===== config.mk =====
export PLATFORM = sky130hd
export DESIGN_NAME = cpu_sequencer
export DESIGN_NICKNAME = d
export VERILOG_FILES = /design/src/rtl/cpu_defs_pkg.sv /design/src/rtl/seq_perf_counters.sv /design/src/rtl/cpu_sequencer.sv
export SDC_FILE = /design/constraint.sdc
export NUM_CORES = 1
export LEC_CHECK = 0
export BUFFER_PORTS_ARGS = -buffer_cell sky130_fd_sc_hd__buf_2
export CAP_MARGIN = 20
export CORE_MARGIN = 2
export CORE_UTILIZATION = 30
export CTS_BUF_LIST = sky130_fd_sc_hd__clkbuf_8
export DETAILED_ROUTE_END_ITERATION = 6
export GPL_TIMING_DRIVEN = 0
export MAX_ROUTING_LAYER = met4
export PLACE_DENSITY = 0.67
export RECOVER_POWER = 100
export SYNTH_ARGS = -nofsm -noshare
export SYNTH_HDL_FRONTEND = slang
export SYNTH_SLANG_ARGS = --single-unit
export TNS_END_PERCENT = 1

===== constraint.sdc =====
create_clock -name clk -period 4.8 [get_ports clk]
set_input_delay 0.24 -clock clk [delete_from_list [all_inputs] [get_ports clk]]
set_output_delay 0.24 -clock clk [all_outputs]
set_load 0.01 [all_outputs]

===== src/rtl/cpu_defs_pkg.sv =====
// Shared definitions for the multi-cycle CPU control path:
// sequencer state encoding, PC source codes and decoder constants.
package cpu_defs_pkg;

    typedef enum logic [2:0] {
        S_FETCH  = 3'd0,
        S_DECODE = 3'd1,
        S_EXEC   = 3'd2,
        S_MEM    = 3'd3,
        S_WB     = 3'd4,
        S_HALT   = 3'd5,
        S_ERROR  = 3'd6
    } state_e;

    localparam logic [1:0] PC_SRC_PC4 = 2'b00;
    localparam logic [1:0] PC_SRC_BR  = 2'b01;
    localparam logic [1:0] PC_SRC_JMP = 2'b10;

    localparam logic [2:0] ALUOP_BEQ = 3'b110;
    localparam logic [5:0] OPC_HALT  = 6'h3f;

    // True while the sequencer still executes instructions
    function automatic logic is_running(input state_e s);
        return !(s == S_HALT || s == S_ERROR);
    endfunction

endpackage


===== src/rtl/seq_perf_counters.sv =====
// Saturating performance counter pair for the sequencer:
// active cycles and retired instructions.
module seq_perf_counters #(
    parameter int CNT_W = 32
) (
    input  logic             clk,
    input  logic             rst,
    input  logic             cyc_inc,
    input  logic             ret_inc,
    output logic [CNT_W-1:0] cycle_count,
    output logic [CNT_W-1:0] instr_retired
);

    logic [CNT_W-1:0] cyc_q, cyc_d;
    logic [CNT_W-1:0] ret_q, ret_d;

    // Increment on request, stick at all-ones instead of wrapping
    always_comb begin
        cyc_d = cyc_q;
        ret_d = ret_q;
        if (cyc_inc && cyc_q != '1) begin
            cyc_d = cyc_q + 1'b1;
        end
        if (ret_inc && ret_q != '1) begin
            ret_d = ret_q + 1'b1;
        end
    end

    // Counter state, cleared by reset
    always_ff @(posedge clk) begin
        if (rst) begin
            cyc_q <= '0;
            ret_q <= '0;
        end else begin
            cyc_q <= cyc_d;
            ret_q <= ret_d;
        end
    end

    assign cycle_count   = cyc_q;
    assign instr_retired = ret_q;

endmodule


===== src/rtl/cpu_sequencer.sv =====
// Multi-cycle control FSM: fetch handshake, IR, EXEC/MEM/WB stepping,
// memory timeout. Perf counters built only with SEQ_PERF_CNT_EN.
module cpu_sequencer
    import cpu_defs_pkg::*;
#(
    parameter int MEM_TIMEOUT = 255,
    parameter int TO_W        = 8,
    parameter int CNT_W       = 32
) (
    input  logic             clk,
    input  logic             rst,
    output logic             imem_req,
    input  logic             imem_ready,
    input  logic [31:0]      imem_rdata,
    output logic [31:0]      ir,
    input  logic [2:0]       dec_alu_op,
    input  logic             dec_mem_read,
    input  logic             dec_mem_write,
    input  logic             dec_reg_write,
    input  logic             dec_jump,
    input  logic             dec_noop,
    input  logic             alu_zero,
    output logic             pc_write,
    output logic [1:0]       pc_src,
    output logic             dmem_req,
    output logic             dmem_we,
    input  logic             dmem_ready,
    output logic             rf_we,
    output logic             halted,
    output logic             error,
    output logic [CNT_W-1:0] cycle_count,
    output logic [CNT_W-1:0] instr_retired
);

    localparam logic [TO_W-1:0] TO_LAST = TO_W'(MEM_TIMEOUT - 1);

    state_e         state_q, state_d;
    logic [31:0]    ir_q, ir_d;
    logic           req_q, req_d;
    logic [TO_W-1:0] to_q, to_d;
    logic           is_beq;
    logic           is_mem;

    assign is_beq = (dec_alu_op == ALUOP_BEQ);
    assign is_mem = dec_mem_read | dec_mem_write;

    // Requests come from a flop so reset drops them the next cycle
    assign imem_req = req_q && (state_q == S_FETCH);
    assign dmem_req = req_q && (state_q == S_MEM);
    assign ir       = ir_q;
    assign halted   = (state_q == S_HALT);
    assign error    = (state_q == S_ERROR);

    // Next-state, strobes and timeout bookkeeping
    always_comb begin
        state_d  = state_q;
        ir_d     = ir_q;
        to_d     = to_q;
        pc_write = 1'b0;
        pc_src   = PC_SRC_PC4;
        rf_we    = 1'b0;
        dmem_we  = 1'b0;
        unique case (state_q)
            S_FETCH: begin
                if (req_q) begin
                    if (imem_ready) begin
                        ir_d     = imem_rdata;
                        pc_write = 1'b1;
                        state_d  = S_DECODE;
                    end else if (to_q == TO_LAST) begin
                        state_d = S_ERROR;
                    end else begin
                        to_d = to_q + 1'b1;
                    end
                end
            end
            S_DECODE: begin
                if (dec_noop) begin
                    state_d = S_HALT;
                end else if (dec_jump) begin
                    pc_write = 1'b1;
                    pc_src   = PC_SRC_JMP;
                    state_d  = S_FETCH;
                end else begin
                    state_d = S_EXEC;
                end
            end
            S_EXEC: begin
                if (is_beq) begin
                    pc_write = alu_zero;
                    pc_src   = PC_SRC_BR;
                    state_d  = S_FETCH;
                end else if (is_mem) begin
                    state_d = S_MEM;
                end else begin
                    state_d = S_WB;
                end
            end
            S_MEM: begin
                dmem_we = req_q & dec_mem_write;
                if (req_q) begin
                    if (dmem_ready) begin
                        state_d = dec_mem_write ? S_FETCH : S_WB;
                    end else if (to_q == TO_LAST) begin
                        state_d = S_ERROR;
                    end else begin
                        to_d = to_q + 1'b1;
                    end
                end
            end
            S_WB: begin
                rf_we   = dec_reg_write;
                state_d = S_FETCH;
            end
            S_HALT:  state_d = S_HALT;
            S_ERROR: state_d = S_ERROR;
            default: state_d = S_ERROR;
        endcase
        if (state_d != state_q &&
            (state_d == S_FETCH || state_d == S_MEM)) begin
            to_d = '0;
        end
        req_d = (state_d == S_FETCH) || (state_d == S_MEM);
    end

    // FSM, IR, request and timeout registers
    always_ff @(posedge clk) begin
        if (rst) begin
            state_q <= S_FETCH;
            ir_q    <= '0;
            req_q   <= 1'b0;
            to_q    <= '0;
        end else begin
            state_q <= state_d;
            ir_q    <= ir_d;
            req_q   <= req_d;
            to_q    <= to_d;
        end
    end

`ifdef SEQ_PERF_CNT_EN
    logic active;
    logic retire;

    assign active = is_running(state_q);
    assign retire = (state_d == S_FETCH) &&
                    (state_q inside {S_DECODE, S_EXEC, S_MEM, S_WB});

    seq_perf_counters #(
        .CNT_W(CNT_W)
    ) u_perf (
        .clk          (clk),
        .rst          (rst),
        .cyc_inc      (active),
        .ret_inc      (retire),
        .cycle_count  (cycle_count),
        .instr_retired(instr_retired)
    );
`else
    assign cycle_count   = '0;
    assign instr_retired = '0;
`endif

endmodule


Yosys cells after proc, flatten, opt, wreduce, memory -nomap -nowiden
Cells that the tools add are included.
{ "totals": {"regBits": 44, "input_bits": 45, "wordCells": 60} }
{ "op_classes": {"addsub": 1, "n_eq_ne": 14, "n_mux": 29, "bitwise": 2, "reduce_logical": 10} }
{ "ops": {"columns": ["cell", "n"], "rows": [
  ["two-way mux 8 bit", 5],
  ["two-way mux 3 bit", 9],
  ["case mux 3 bit (6 select lines)", 1],
  ["case mux 8 bit (2 select lines)", 1],
  ["== test 3 bit (second input constant)", 4],
  ["== test 3 x 2 -> 1 bit (second input constant)", 3],
  ["adder 8 x 1 -> 8 bit (second input constant)", 1],
  ["== test 8 bit (second input constant)", 1],
  ["two-way mux 1 bit", 8],
  ["!= test 2 bit (second input constant)", 4],
  ["zero test 3 bit", 2],
  ["two-way mux 2 bit", 3],
  ["AND reduction 5 bit", 1],
  ["case mux 2 bit (2 select lines)", 1],
  ["== test 3 x 1 -> 1 bit (second input constant)", 1],
  ["logical AND 1 bit", 3],
  ["!= test 3 bit", 1],
  ["case mux 1 bit (3 select lines)", 1],
  ["AND reduction 3 bit", 1],
  ["nonzero test 2 bit", 1],
  ["OR reduction 2 bit", 1],
  ["AND 1 bit", 1],
  ["logical OR 1 bit", 1],
  ["OR 1 bit", 1]
]} }

Longest topological paths before layout
{ "depth": {"depth_word": 9, "mapped_depth": 8} }

Worst setup path before layout
No wires, ideal clock.
{ "synth_path": {"path_type": "flip-flop to flip-flop", "start": "register to_q[0]", "end": "register to_q[0]", "t_arrival_ps": 1815, "required_ps": 4669, "path_slack_ps": 2854, "path_stages_with_launch": 9, "cell_sequence": "dfxtp_1 inv_1 ha_1 and3_1 a31o_1 a211oi_2 nor4_2 nor4b_4 nor2_1"} }
{ "synth_between": {"elab_chain_cells": 9, "elab_cells_between_ends": 20, "cone_classes": "add/sub: 1; eq/ne: 3; mux: 12; reduce/logical: 4"} }
{ "synth_rtl": {"columns": ["item", "line", "rtl"], "rows": [
  ["from (decl)", "cpu_sequencer.sv:40", "logic [TO_W-1:0] to_q, to_d;"],
  ["from (signal assigned)", "cpu_sequencer.sv:137", "to_q <= to_d;"],
  ["== test 8 bit", "cpu_sequencer.sv:70, cpu_sequencer.sv:104", null],
  ["two-way mux 3 bit", "cpu_sequencer.sv:70, cpu_sequencer.sv:104", null],
  ["two-way mux 3 bit, on equally long branches", "cpu_sequencer.sv:102, cpu_sequencer.sv:66", null],
  ["two-way mux 3 bit, on equally long branches", "cpu_sequencer.sv:101, cpu_sequencer.sv:65", null],
  ["case mux 3 bit (6 select lines)", "cpu_sequencer.sv:63", "unique case (state_q)"],
  ["== test 3 x 2 -> 1 bit / zero test 3 bit (equally long branches)", "cpu_sequencer.sv:120", "(state_d == S_FETCH || state_d == S_MEM)) begin"],
  ["logical OR 1 bit", "cpu_sequencer.sv:120", null],
  ["logical AND 1 bit", "cpu_sequencer.sv:119", "if (state_d != state_q &&"],
  ["OR reduction 2 bit (no line)", null, null]
]} }
Several ways; a longest one is shown, not always the timed one. The select of a mux whose other input is x is not followed.
A chain may end at the register's enable or synchronous reset.

Final worst setup path
{ "layout_path": {"start": "register state_q[1]", "end": "register to_q[4]"} }
{ "layout_between": {"elab_chain_cells": 8, "elab_cells_between_ends": 25, "cone_classes": "eq/ne: 11; mux: 7; reduce/logical: 7"} }
{ "layout_rtl": {"columns": ["item", "line", "rtl"], "rows": [
  ["from (decl)", "cpu_sequencer.sv:37", "state_e state_q, state_d;"],
  ["from (signal assigned)", "cpu_sequencer.sv:134", "state_q <= state_d;"],
  ["two-way mux 3 bit", "cpu_sequencer.sv:70, cpu_sequencer.sv:104", null],
  ["two-way mux 3 bit, on equally long branches", "cpu_sequencer.sv:102, cpu_sequencer.sv:66", null],
  ["two-way mux 3 bit, on equally long branches", "cpu_sequencer.sv:101, cpu_sequencer.sv:65", null],
  ["case mux 3 bit (6 select lines)", "cpu_sequencer.sv:63", null],
  ["== test 3 x 2 -> 1 bit / zero test 3 bit (equally long branches)", "cpu_sequencer.sv:120", null],
  ["logical OR 1 bit", "cpu_sequencer.sv:120", null],
  ["logical AND 1 bit", "cpu_sequencer.sv:119", null],
  ["OR reduction 2 bit (no line)", null, null]
]} }
Several ways; a longest one is shown, not always the timed one.

==> metrics <==
status completed; CP max stage delay 1.10 ns; vias in the first global route 1937; Async SR Flop Fraction 0%; worst path cell trace clkbuf_1 -> nor3_1 -> nand3_1 -> a211oi_1 -> nor4_2 -> nor4b_1 -> nor2_1; CTS Hold Bufs 0; TritonCTS clock tree built; global-route wire length before repair 8487 um; Hold Crit Class in -> reg; Synth warnings 0; Num CTS Buffers 5; clk slew on worst S/H paths about 0.090 ns; worst r2r path cells 7; Initial Util 30.49%; startpoint types flip-flop; Final nets 520; Max clock buf depth 2; Die H between 90 and 100 um; grt total ovfl 0; Syn-to-layout area delta 32.40%; core area 8093 sq um; # rows 33; hold-critical path depth 3; RR Startpoint state_q[1]$_SDFF_PP0_; CP Class reg -> reg; FF+latch count, synth 44; initial antenna violation count 0; post-layout minimum cycle time roughly 3.1 ns; largest net degree at the start of global routing 15; Worst Tran Pin Value approximately 1.4 ns; Leak 0.001528 uW; final hold viol count 0; Max-slew headroom 8.611%; H-tree depth 2; GR Util All Layers 12.09%; drt wl/cell 9.779 um; CP Max Fanout 9; commonest non-fill, non-tap cell in the layout nand2_1; Levels on crit path 7; mean post-synth cell area 7.735 sq um; Slowest-stage cell, CP nor4b_1; Max Cap Violations 0; PortBufs 84; Yosys cell types 44; launch point of the worst path state_q[1]$_SDFF_PP0_; Post-Syn Instances 319; Post-Syn Area 2467 sq um; placed insts approximately 570; crit path DAT roughly 3.2 ns; dpl hpwl between 4000 and 5000 um; Post-synth EDFFs 0; initial DRC count 67; Crit path max-delay family simple AND/OR/NAND/NOR gates; most frequent cells in the layout nand2_1 (73), buf_4 (65), conb_1 (64); Resized cells post-CTS 0; share of cells above drive strength 1 27.00%; Final GP Congestion 0.8422; Setup Buffers After CTS 0; Worst-Skew Late Latency 0.29 ns; Slew Limit Fails 0; Vias/cell 4.016; P per Cell Area 352.1 nW/um^2; Clock Skew 0.009650 ns; peak supply drop 0.1889 mV; Routed Antenna Nets 0; crit path buf inv count 1; # diodes 0; max frequency 325.3 MHz; Hold Startpoint imem_rdata[27]; die span in x 94.69 um; 1st-pass router iterations 4; die area 8966 sq um; CTS sink cnt 44; routed vias roughly 2300; period utilisation layout 64.04%; Ports 150; Worst setup EP type flip-flop; root buffer cell clkbuf_8; RSZ-0062 raised after global routing false; sequential area share after synthesis 35.70%; final setup fails 0; # fillers 873; setup_tns 0 ns; Residual DRC 0; Worst Path Required between 4 and 5 ns; final wirelength 5662 um; Final Non-Filler Cells about 580; Post-synth top flop dfxtp_1
per-stage QoR:
step	setup slack, ns	power [uW]	util (%)	cell area (sq um)	hold slack (ns)
floorplan	2.854	821.3	-	2704	0.3760
global placement	2.642	952.1	40.23	3256	0.4394
detailed placement	2.563	961.6	40.23	3256	0.4446
CTS	2.560	1195	41.31	3343	0.1619
global route	1.330	1245	40.37	3267	0.1602
finish	1.726	1150	40.37	3267	0.1746
state kept, by name, summed over array words and instances (netlist names):
signal   flops
ir          32
to_q         8
state_q      3
req_q        1
worst paths after layout:
path / to / slack, ns
worst min-delay path: ir[27]$_SDFFE_PP0P_ / 0.17
worst max-delay path: to_q[4]$_SDFFE_PP0P_ / 1.73
worst min register to register: ir[13]$_SDFFE_PP0P_ / 0.46
worst max register to register: to_q[4]$_SDFFE_PP0P_ / 1.73
report_power, final:
group / total [uW] / switching (uW) / internal (uW)
combinational: 464 / 286 / 178
clock: 227 / 126 / 102
sequential: 459 / 35.9 / 423
layout make-up:
class	instances	area, sq um	area share, %
multi-input cells	253	1230	37.65
flip-flops and latches	44	880.8	26.96
plain buffers	80	546.8	16.74
repair buffers	84	371.6	11.37
well taps	105	131.4	4.021
clock buffers	5	68.82	2.106
clock inverters	3	18.77	0.5745
inverters	5	18.77	0.5745
worst reg2reg max path, cell delays in order, from the launching register on:
cell and delay [ns]:
dfxtp_1 0.31, clkbuf_1 0.19, nor3_1 0.27, nand3_1 0.31, a211oi_1 0.51, nor4_2 0.10, nor4b_1 1.10, nor2_1 0.12
synth_stat cells (2+ instances only):
library cell  number  area, sq um
ha_1               2        25.02
and3_1             5        31.28
a21oi_1           36        180.2
nand3_1            4        20.02
nand4_1            3        18.77
xnor2_1            2        17.52
nor3_1             4        20.02
nand2b_1           2        12.51
buf_2              4        20.02
xor2_1             6        52.55
inv_1              4        15.01
nor2_1            18        67.56
nand2_1           73        274.0
nor2b_1            3        18.77
o21ai_0            3        15.01
nor4_2             2        25.02
and2_1             5        31.28
buf_4             65        488.0
dfxtp_1           44        880.8
clkbuf_1          10        37.54
per-layer routing:
layer / global-route usage (%) / vias to the layer above / part of all wire (%)
met3: 2.314 / 5 / 8.2
met1: 14.42 / 994 / 43
met2: 20.63 / 103 / 47
li1: - / 1223 / -
met4: 3.623 / 0 / 1.1
met5: - / - / 0
kinds of logic (layout without fill, tap and decap cells):
family,after synthesis,after routing,share of synthesized area [%]
fa+ha+maj,2,2,1.014
flops,44,44,35.70
compound gates,52,52,12.68
other cells,1,64,0.1520
buf+inv,85,177,23.02
simple gates,127,127,24.59
xor+xnor,8,8,2.840
No activity file was read; power rests on OpenSTA's default activity.
